File: src/rtl/inst_queue.sv
// Circular instruction/PC FIFO between fetch and issue; the head entry drives the issue stage.
// Optional stall/flush statistics counters are built only when INST_QUEUE_STATS_EN is defined.
module inst_queue #(
  parameter int unsigned DEPTH    = 4,
  parameter logic [31:0] NOP_INST = 32'h0000_0013
) (
  input  logic                   clk,
  input  logic                   rst,
  input  logic                   push,
  input  logic [31:0]            push_pc,
  input  logic [31:0]            push_inst,
  input  logic                   pop,
  input  logic                   flush,
  output logic                   full,
  output logic                   valid,
  output logic [31:0]            IR_ID,
  output logic [31:0]            PCurrent_ID,
  output logic [$clog2(DEPTH):0] count,
  output logic [15:0]            stat_full_cycles,
  output logic [15:0]            stat_flushes
);

  localparam int unsigned PTR_W = $clog2(DEPTH);
  localparam int unsigned CNT_W = PTR_W + 1;

  typedef struct packed {
    logic [31:0] pc;
    logic [31:0] inst;
  } entry_t;

  entry_t             mem_q [DEPTH];
  logic [PTR_W-1:0]   rd_ptr_q, rd_ptr_d;
  logic [PTR_W-1:0]   wr_ptr_q, wr_ptr_d;
  logic [CNT_W-1:0]   count_q, count_d;
  logic               pop_eff;
  logic               push_acc;
  entry_t             head;

  // Status comes only from the registered count, never from this cycle's controls.
  assign valid = (count_q != '0);
  assign full  = (count_q == CNT_W'(DEPTH));
  assign count = count_q;

  assign pop_eff  = pop & valid & ~flush;
  assign push_acc = push & ~flush & (~full | pop_eff);

  assign head        = mem_q[rd_ptr_q];
  assign IR_ID       = valid ? head.inst : NOP_INST;
  assign PCurrent_ID = valid ? head.pc   : 32'h0;

  // Pointer/count next state; flush discards everything including this cycle's push/pop.
  always_comb begin
    rd_ptr_d = rd_ptr_q;
    wr_ptr_d = wr_ptr_q;
    count_d  = count_q;
    if (flush) begin
      rd_ptr_d = '0;
      wr_ptr_d = '0;
      count_d  = '0;
    end else begin
      if (pop_eff)  rd_ptr_d = rd_ptr_q + PTR_W'(1);
      if (push_acc) wr_ptr_d = wr_ptr_q + PTR_W'(1);
      unique case ({push_acc, pop_eff})
        2'b10:   count_d = count_q + CNT_W'(1);
        2'b01:   count_d = count_q - CNT_W'(1);
        default: count_d = count_q;
      endcase
    end
  end

  always_ff @(posedge clk or posedge rst) begin
    if (rst) begin
      rd_ptr_q <= '0;
      wr_ptr_q <= '0;
      count_q  <= '0;
    end else begin
      rd_ptr_q <= rd_ptr_d;
      wr_ptr_q <= wr_ptr_d;
      count_q  <= count_d;
    end
  end

  // Storage is deliberately not reset; only pointers and count define occupancy.
  always_ff @(posedge clk) begin
    if (push_acc) begin
      mem_q[wr_ptr_q] <= '{pc: push_pc, inst: push_inst};
    end
  end

`ifdef INST_QUEUE_STATS_EN
  logic [15:0] full_cyc_q, full_cyc_d;
  logic [15:0] flushes_q, flushes_d;

  // Saturating counters, cleared only by reset.
  always_comb begin
    full_cyc_d = full_cyc_q;
    flushes_d  = flushes_q;
    if (full & ~pop & ~flush && full_cyc_q != 16'hFFFF) full_cyc_d = full_cyc_q + 16'd1;
    if (flush && flushes_q != 16'hFFFF)                 flushes_d  = flushes_q + 16'd1;
  end

  always_ff @(posedge clk or posedge rst) begin
    if (rst) begin
      full_cyc_q <= '0;
      flushes_q  <= '0;
    end else begin
      full_cyc_q <= full_cyc_d;
      flushes_q  <= flushes_d;
    end
  end

  assign stat_full_cycles = full_cyc_q;
  assign stat_flushes     = flushes_q;
`else
  assign stat_full_cycles = 16'h0000;
  assign stat_flushes     = 16'h0000;
`endif

endmodule

File: config.mk
export PLATFORM = sky130hd
export DESIGN_NAME = inst_queue
export DESIGN_NICKNAME = d
export VERILOG_FILES = /design/src/rtl/inst_queue.sv
export SDC_FILE = /design/constraint.sdc
export NUM_CORES = 1
export LEC_CHECK = 0
export CAP_MARGIN = 20
export CORE_AREA = 2 2 139 141
export DETAILED_ROUTE_END_ITERATION = 10
export DIE_AREA = 0 0 141 143
export PLACE_DENSITY_LB_ADDON = 0.08
export SETUP_SLACK_MARGIN = 0.3
export SLEW_MARGIN = 5
export SYNTH_ARGS = -nofsm -noshare
export SYNTH_HDL_FRONTEND = slang
export SYNTH_SLANG_ARGS = --single-unit
File: constraint.sdc
create_clock -name clk -period 19.3 [get_ports clk]
set_input_delay 5.79 -clock clk [delete_from_list [all_inputs] [get_ports clk]]
set_output_delay 5.79 -clock clk [all_outputs]
set_load 0.02 [all_outputs]
==> run summary, run 1 <==
Clock tree
* Max clock buf depth: 3
* clock slew at reported path FFs: 0.06 ns
* CTS Hold Buffers Added: 0
* Sink Count: 263
* clock root buffer master: sky130_fd_sc_hd__clkbuf_16
* number of buffers inserted by post-CTS setup repair: 0
* clock latency reported for the late side of the worst-skew pair: 0.51 ns
* maximum level of the CTS H-tree: 1
* Resized Gates After CTS: 0
* number of clock buffers inserted by TritonCTS: 26
* clock tree from TritonCTS: done

Timing
* slew margin rel.: 0.343
* Total Negative Setup Slacks: 0 ns
* maximum clock rate: 108 MHz
* final setup violating endpoints: 0
* fraction of the cycle the final worst path needs: 0.478
* count of final hold-check violations: 0
* RSZ-0062 raised after global routing: false
* pin slew with the least headroom to its limit: 0.985 ns
* crit path time final: 9.23 ns
* count of final max-slew check failures: 0
* worst clock skew: 0.00549 ns

Synth
* post-synthesis sequential area ratio: 0.752
* Area contributors post-synth: sky130_fd_sc_hd__edfxtp_1, sky130_fd_sc_hd__mux4_2, sky130_fd_sc_hd__and2_1
* largest area contributor in the netlist: sky130_fd_sc_hd__edfxtp_1
* Synth Area in Adders: 0.00670
* fraction of the mapped netlist area in compound gates: 0.00765
* area fraction in and, or, nand and nor cells after synthesis: 0.0506
* main combinational cell family by area after synthesis: multiplexers
* area share of the largest cell type after synthesis: 0.735
* Distinct cells, synth: 37
* FF+latch count, synth: 263
* gate count of the mapped netlist: 501
* average instance area after synthesis: 20.9 um2
* area of the mapped netlist: 0.0105 mm2
* synth warn: 0
* xor and xnor area share after synthesis: 0.00335
* multiplexer share of the synthesized area: 0.140

Finish
* commonest cells after routing, fill and taps aside: sky130_fd_sc_hd__edfxtp_1, sky130_fd_sc_hd__clkdlybuf4s50_1, sky130_fd_sc_hd__mux4_2
* final cell area excluding filler cells: 0.0128 mm2
* area occupied by multi-input gates: 0.00232 mm2
* number of fill cells in the layout: 1,198
* area added between synthesis and finish: 22.5%
* post-layout util: 0.689
* total area of sequential cells: 0.00787 mm2
* Net count, final: 724
* most common cell after layout, fill and taps aside: sky130_fd_sc_hd__edfxtp_1
* ratio of cells with drive above 1 in the final layout: 0.175

Critical path
* data arrival at the endpoint of the critical path: 3.44 ns
* peak per-stage delay on the critical path: 0.78 ns
* critical-path cell with the highest stage delay: sky130_fd_sc_hd__buf_4
* endpoint type of the worst setup path: primary output
* critical path start-end classification: reg -> out
* Worst setup SP type: flip-flop
* cell family with most CP delay: buffers and inverters
* critical path fanouts, max: 42
* CP Buf/Inv Count: 2
* ordered cell list for the critical path: buf_4 > mux4_2 > or2_1 > clkdlybuf4s50_1
* required time of the worst setup path: 13.51 ns

GRT
* initial antenna violation count: 2
* via count of the first global-routing pass: 5,422
* maximum number of pins on one net before global-route repair: 66
* first-pass GRT wire length: 29,500 um
* Overflow after GRT: 0
* global-route usage over all layers: 0.193

Drt
* number of optimization iterations in the first detailed-route pass: 4
* drt first-iter violations: 297
* Routed wire per std cell: 20.9 um
* Routed Antenna Nets: 0
* average via count per standard cell: 5.53
* DRC violations left: 0
* count of vias placed by the detailed router: 5,007
* final WL: 19,000 um

Placed design
* detailed-placement wirelength estimate: 10,800 um
* Routability Congestion: 0.701
* area of placed instances: 0.0119 mm2
* IO Port Bufs: 137

Die
* overall die height: 143 um
* count of pins on the block boundary: 170
* area of the core: 0.0186 mm2
* Rows: 50
* starting density of the core: 0.563
* Chip Width: 141 um
* full die area: 0.0202 mm2

Power and ir drop
* static leakage: 4.16 nW
* worst supply voltage drop on vdd: 68.1 uV
* pwr dens: 104 mW/mm2

Job
* maximum capacitance violations: 0

Outcome
* result of the run: finished, final reports clean

Hold path
* path type of the worst min-delay path: reg -> reg

[cell type report]
class / count / area share
Clock inverter: 17 / 0.0114
Inverter: 7 / 0.00205
Multi-Input combinational cell: 205 / 0.181
Tap cell: 234 / 0.0229
Antenna cell: 2 / 0.000391
Timing Repair Buffer: 147 / 0.114
Clock buffer: 31 / 0.0539
Sequential cell: 263 / 0.614
[final timing paths]
path / depth (start not counted) / to / from / slack (ns)
setup reg to reg: 6 / count[2] / count[0] / 16.88
setup / recovery: 4 / IR_ID[4] / rd_ptr_q[0] / 10.07
max in group asynchronous: 2 / rd_ptr_q[1] / rst / 13.51
hold reg to reg: 2 / wr_ptr_q[1] / wr_ptr_q[1] / 0.62
min in group asynchronous: 2 / count[1] / rst / 5.52
hold / removal: 2 / wr_ptr_q[1] / wr_ptr_q[1] / 0.62
[per-stage QoR]
stage	total power [mW]	instances	setup slack, ns	hold slack, ns
6_report	1.33	906	10.07	0.618
5_1_grt	1.38	905	9.79	0.651
4_1_cts	1.34	903	9.92	0.619
3_5_place_dp	0.852	855	10.48	0.609
3_3_place_gp	0.848	855	10.47	0.576
2_1_floorplan	0.779	532	7.76	0.554
[registers in the layout, summed over array words and instances (netlist names)]
| register | flops |
|---|---|
| count | 3 |
| mem_q | 256 |
| rd_ptr_q | 2 |
| wr_ptr_q | 2 |
[cell usage after synthesis]
master and instances:
sky130_fd_sc_hd__a21oi_1 1, sky130_fd_sc_hd__o2111ai_1 2, sky130_fd_sc_hd__o311ai_1 1, sky130_fd_sc_hd__inv_1 7, sky130_fd_sc_hd__o21a_1 1, sky130_fd_sc_hd__xor2_1 3
sky130_fd_sc_hd__buf_6 5, sky130_fd_sc_hd__fa_1 1, sky130_fd_sc_hd__xnor2_1 1, sky130_fd_sc_hd__nor3_1 2, sky130_fd_sc_hd__o21bai_1 1, sky130_fd_sc_hd__a31oi_1 1
sky130_fd_sc_hd__o31ai_1 1, sky130_fd_sc_hd__nand3_1 2, sky130_fd_sc_hd__o21ai_1 1, sky130_fd_sc_hd__mux4_2 64, sky130_fd_sc_hd__nand2b_1 2, sky130_fd_sc_hd__nor3b_1 4
sky130_fd_sc_hd__o211ai_1 1, sky130_fd_sc_hd__a211oi_1 1, sky130_fd_sc_hd__or3b_4 1, sky130_fd_sc_hd__dfrtp_1 7, sky130_fd_sc_hd__or3b_1 1, sky130_fd_sc_hd__buf_4 33
sky130_fd_sc_hd__and2_1 61, sky130_fd_sc_hd__conb_1 1, sky130_fd_sc_hd__or2_2 1, sky130_fd_sc_hd__clkbuf_1 9, sky130_fd_sc_hd__mux2_4 1, sky130_fd_sc_hd__or3_1 1
sky130_fd_sc_hd__edfxtp_1 256, sky130_fd_sc_hd__mux2i_1 1, sky130_fd_sc_hd__nand2_1 2, sky130_fd_sc_hd__nor2_1 7, sky130_fd_sc_hd__buf_2 10, sky130_fd_sc_hd__ha_1 4
sky130_fd_sc_hd__or2_1 3
[cell families (layout without fill, tap and decap cells)]
| group | after synthesis | in the layout |
|---|---|---|
| muxes | 66 | 66 |
| and+or+nand+nor | 87 | 87 |
| buffers and inverters | 64 | 202 |
| AOI/OAI and AO/OA | 11 | 11 |
| other | 1 | 34 |
| adders and majority gates | 5 | 5 |
| DFF | 263 | 263 |
| xor gates and xnor gates | 4 | 4 |
[worst min-delay path, stage by stage (launching register included)]
cell and delay, ns:
sky130_fd_sc_hd__dfrtp_1 0.42, sky130_fd_sc_hd__nand2b_1 0.10, sky130_fd_sc_hd__mux2i_1 0.06
[routing by layer]
layer	routed length, um	up-vias	GRT usage
li1	-	2235	-
met1	8000	2592	0.255
met2	9550	152	0.335
met3	1080	28	0.0366
met4	346	0	0.0547
met5	0	-	0
[report_power, final]
group / switching, mW / internal, mW
combinational: 0.0902 / 0.0918
sequential: 0.0117 / 0.645
clock: 0.196 / 0.293
total: 0.297 / 1.03
No activity file was read; power rests on OpenSTA's default activity.
==> inputs of run 2 (changes only) <==
CORE_AREA = 2 2 151 153   (was 2 2 139 141)
DIE_AREA = 0 0 153 155   (was 0 0 141 143)
clock period = 7.7 ns   (was 19.3 ns; I/O delays follow)
==> run 2 against run 1 <==
Effect of this change: clock skew increased by 0.0017 ns; critical endpoint is now IR_ID[13]; highest routed layer unchanged; routed wire length increased by 2.7%; critical path depth increased by 1.
==> run summary, run 2 (synthesis gave the netlist of run 1 again) <==
Die
* overall die height: 155 um, +8.4%
* count of pins on the block boundary: 170, unchanged
* starting density of the core: 0.471, -0.0924
* Chip Width: 153 um, +8.5%
* full die area: 0.0237 mm2, +18%
* Rows: 55, +10%
* area of the core: 0.0222 mm2, +20%

GRT
* initial antenna violation count: 0, -2
* Overflow after GRT: 0, unchanged
* maximum number of pins on one net before global-route repair: 66, unchanged
* first-pass GRT wire length: 30,200 um, +2.5%
* via count of the first global-routing pass: 5,474, +0.96%
* global-route usage over all layers: 0.165, -0.0279

Timing
* count of final max-slew check failures: 0, unchanged
* slew margin rel.: 0.312, -0.0311
* final setup violating endpoints: 0, unchanged
* fraction of the cycle the final worst path needs: 0.724
* count of final hold-check violations: 0, unchanged
* pin slew with the least headroom to its limit: 1.03 ns, +0.0466 ns
* RSZ-0062 raised after global routing: false
* minimum setup slack in the final design: 2.13 ns, -7.94 ns
* worst clock skew: 0.00719 ns, +0.00170 ns
* crit path time final: 5.57 ns
* maximum clock rate: 179 MHz

Clock tree
* number of buffers inserted by post-CTS setup repair: 0, unchanged
* clock slew at reported path FFs: 0.06 ns, about the same
* number of clock buffers inserted by TritonCTS: 27, +3.8%
* Resized Gates After CTS: 0, unchanged
* clock root buffer master: sky130_fd_sc_hd__clkbuf_16
* clock tree from TritonCTS: done
* maximum level of the CTS H-tree: 1, unchanged
* clock latency reported for the late side of the worst-skew pair: 0.52 ns, about the same
* Max clock buf depth: 3, unchanged
* CTS Hold Buffers Added: 0, unchanged
* Sink Count: 263, unchanged

Drt
* Routed wire per std cell: 20.4 um, -2.8%
* drt first-iter violations: 367, +24%
* DRC violations left: 0, unchanged
* count of vias placed by the detailed router: 5,013, +0.12%
* average via count per standard cell: 5.24, -5.2%
* final WL: 19,500 um, +2.7%
* Routed Antenna Nets: 0, unchanged
* number of optimization iterations in the first detailed-route pass: 6, +2

Placed design
* area of placed instances: 0.0120 mm2, +0.53%
* detailed-placement wirelength estimate: 11,100 um, +2.7%
* cell count after placement: 906, +6.0%
* IO Port Bufs: 137, unchanged
* worst slack at placement: 2.41 ns, -8.06 ns
* Routability Congestion: 0.704, +0.44%

Power and ir drop
* static leakage: 4.16 nW, -0.12%
* pwr dens: 256 mW/mm2, +150%
* worst supply voltage drop on vdd: 172 uV, +150%
* Pwr Total: 3.28 mW, +150%

Finish
* commonest cells after routing, fill and taps aside: sky130_fd_sc_hd__edfxtp_1, sky130_fd_sc_hd__clkdlybuf4s50_1, sky130_fd_sc_hd__mux4_2
* count of inserted antenna diode cells: 0, -2
* number of flip-flops in the largest register: 256, unchanged
* most common cell after layout, fill and taps aside: sky130_fd_sc_hd__edfxtp_1
* count of non-filler cells in the finished layout: 957, +5.6%
* area added between synthesis and finish: 22.8%
* ratio of cells with drive above 1 in the final layout: 0.186, +0.0114
* Top reg by flops: mem_q
* final cell area excluding filler cells: 0.0128 mm2, +0.27%
* total area of sequential cells: 0.00787 mm2, unchanged
* Net count, final: 725, +0.14%
* number of fill cells in the layout: 1,679, +40%
* area occupied by multi-input gates: 0.00232 mm2, unchanged

Critical path
* endpoint type of the worst setup path: primary output
* Worst setup SP type: flip-flop
* depth of the most critical reg-to-reg path: 6, unchanged
* required time of the worst setup path: 5.39 ns, -8.12 ns
* data arrival at the endpoint of the critical path: 3.26 ns, -0.18 ns
* critical path fanouts, max: 25, -40%
* critical path start-end classification: reg -> out

Hold path
* worst hold path depth: 2, unchanged
* path type of the worst min-delay path: reg -> reg

Outcome
* result of the run: finished, final reports clean

Job
* maximum capacitance violations: 0, unchanged

-- run 2: worst paths after layout --
| path | start | endpoint | slack (ns) |
|---|---|---|---|
| max | rd_ptr_q[0] | IR_ID[13] | 2.13 |
| min | wr_ptr_q[1] | wr_ptr_q[1] | 0.63 |
| max reg2reg | count[1] | count[2] | 5.29 |
| min reg2reg | wr_ptr_q[1] | wr_ptr_q[1] | 0.63 |
| max in group asynchronous | rst | rd_ptr_q[1] | 5.41 |
| min in group asynchronous | rst | count[2] | 2.03 |
-- run 2: power breakdown --
| part | leakage [nW] | total, mW | internal [mW] | switching (mW) |
|---|---|---|---|---|
| registers | 2.42 | 1.65 | 1.62 | 0.0287 |
| logic | 1.34 | 0.454 | 0.229 | 0.225 |
| clock network | 0.404 | 1.18 | 0.673 | 0.509 |
| total | 4.16 | 3.28 | 2.52 | 0.763 |
-- run 2: worst max-delay path, stage by stage, from the launching register on --
cell and delay (ns):
sky130_fd_sc_hd__dfrtp_4 0.74, sky130_fd_sc_hd__buf_12 0.31, sky130_fd_sc_hd__buf_4 0.40, sky130_fd_sc_hd__mux4_2 0.56, sky130_fd_sc_hd__and2_1 0.17, sky130_fd_sc_hd__clkdlybuf4s50_1 0.53
-- run 2: cell type report --
| type | count | area share |
|---|---|---|
| Multi-Input combinational cell | 205 | 0.181 |
| Tap cell | 285 | 0.0278 |
| Timing Repair Buffer | 147 | 0.114 |
| Clock buffer | 29 | 0.0532 |
| Clock inverter | 21 | 0.0101 |
| Sequential cell | 263 | 0.613 |
| Inverter | 7 | 0.00205 |
-- run 2: per-stage QoR --
| step | hold slack [ns] | util | setup TNS, ns |
|---|---|---|---|
| final | 0.632 | 0.578 | 0 |
| after global routing | 0.675 | 0.578 | 0 |
| after CTS | 0.637 | 0.577 | 0 |
| after detailed placement | 0.628 | 0.540 | 0 |
| after global placement | 0.575 | 0.540 | 0 |
| after floorplan | 0.554 | - | -92.58 |
-- run 2: metal layers --
metal / up-vias / wire (um) / GRT usage / part of all wire
li1: 2230 / - / - / -
met1: 2601 / 8200 / 0.219 / 0.42
met2: 154 / 9870 / 0.286 / 0.51
met3: 28 / 1110 / 0.0357 / 0.057
met4: 0 / 310 / 0.0362 / 0.016
met5: - / 0 / 0 / 0
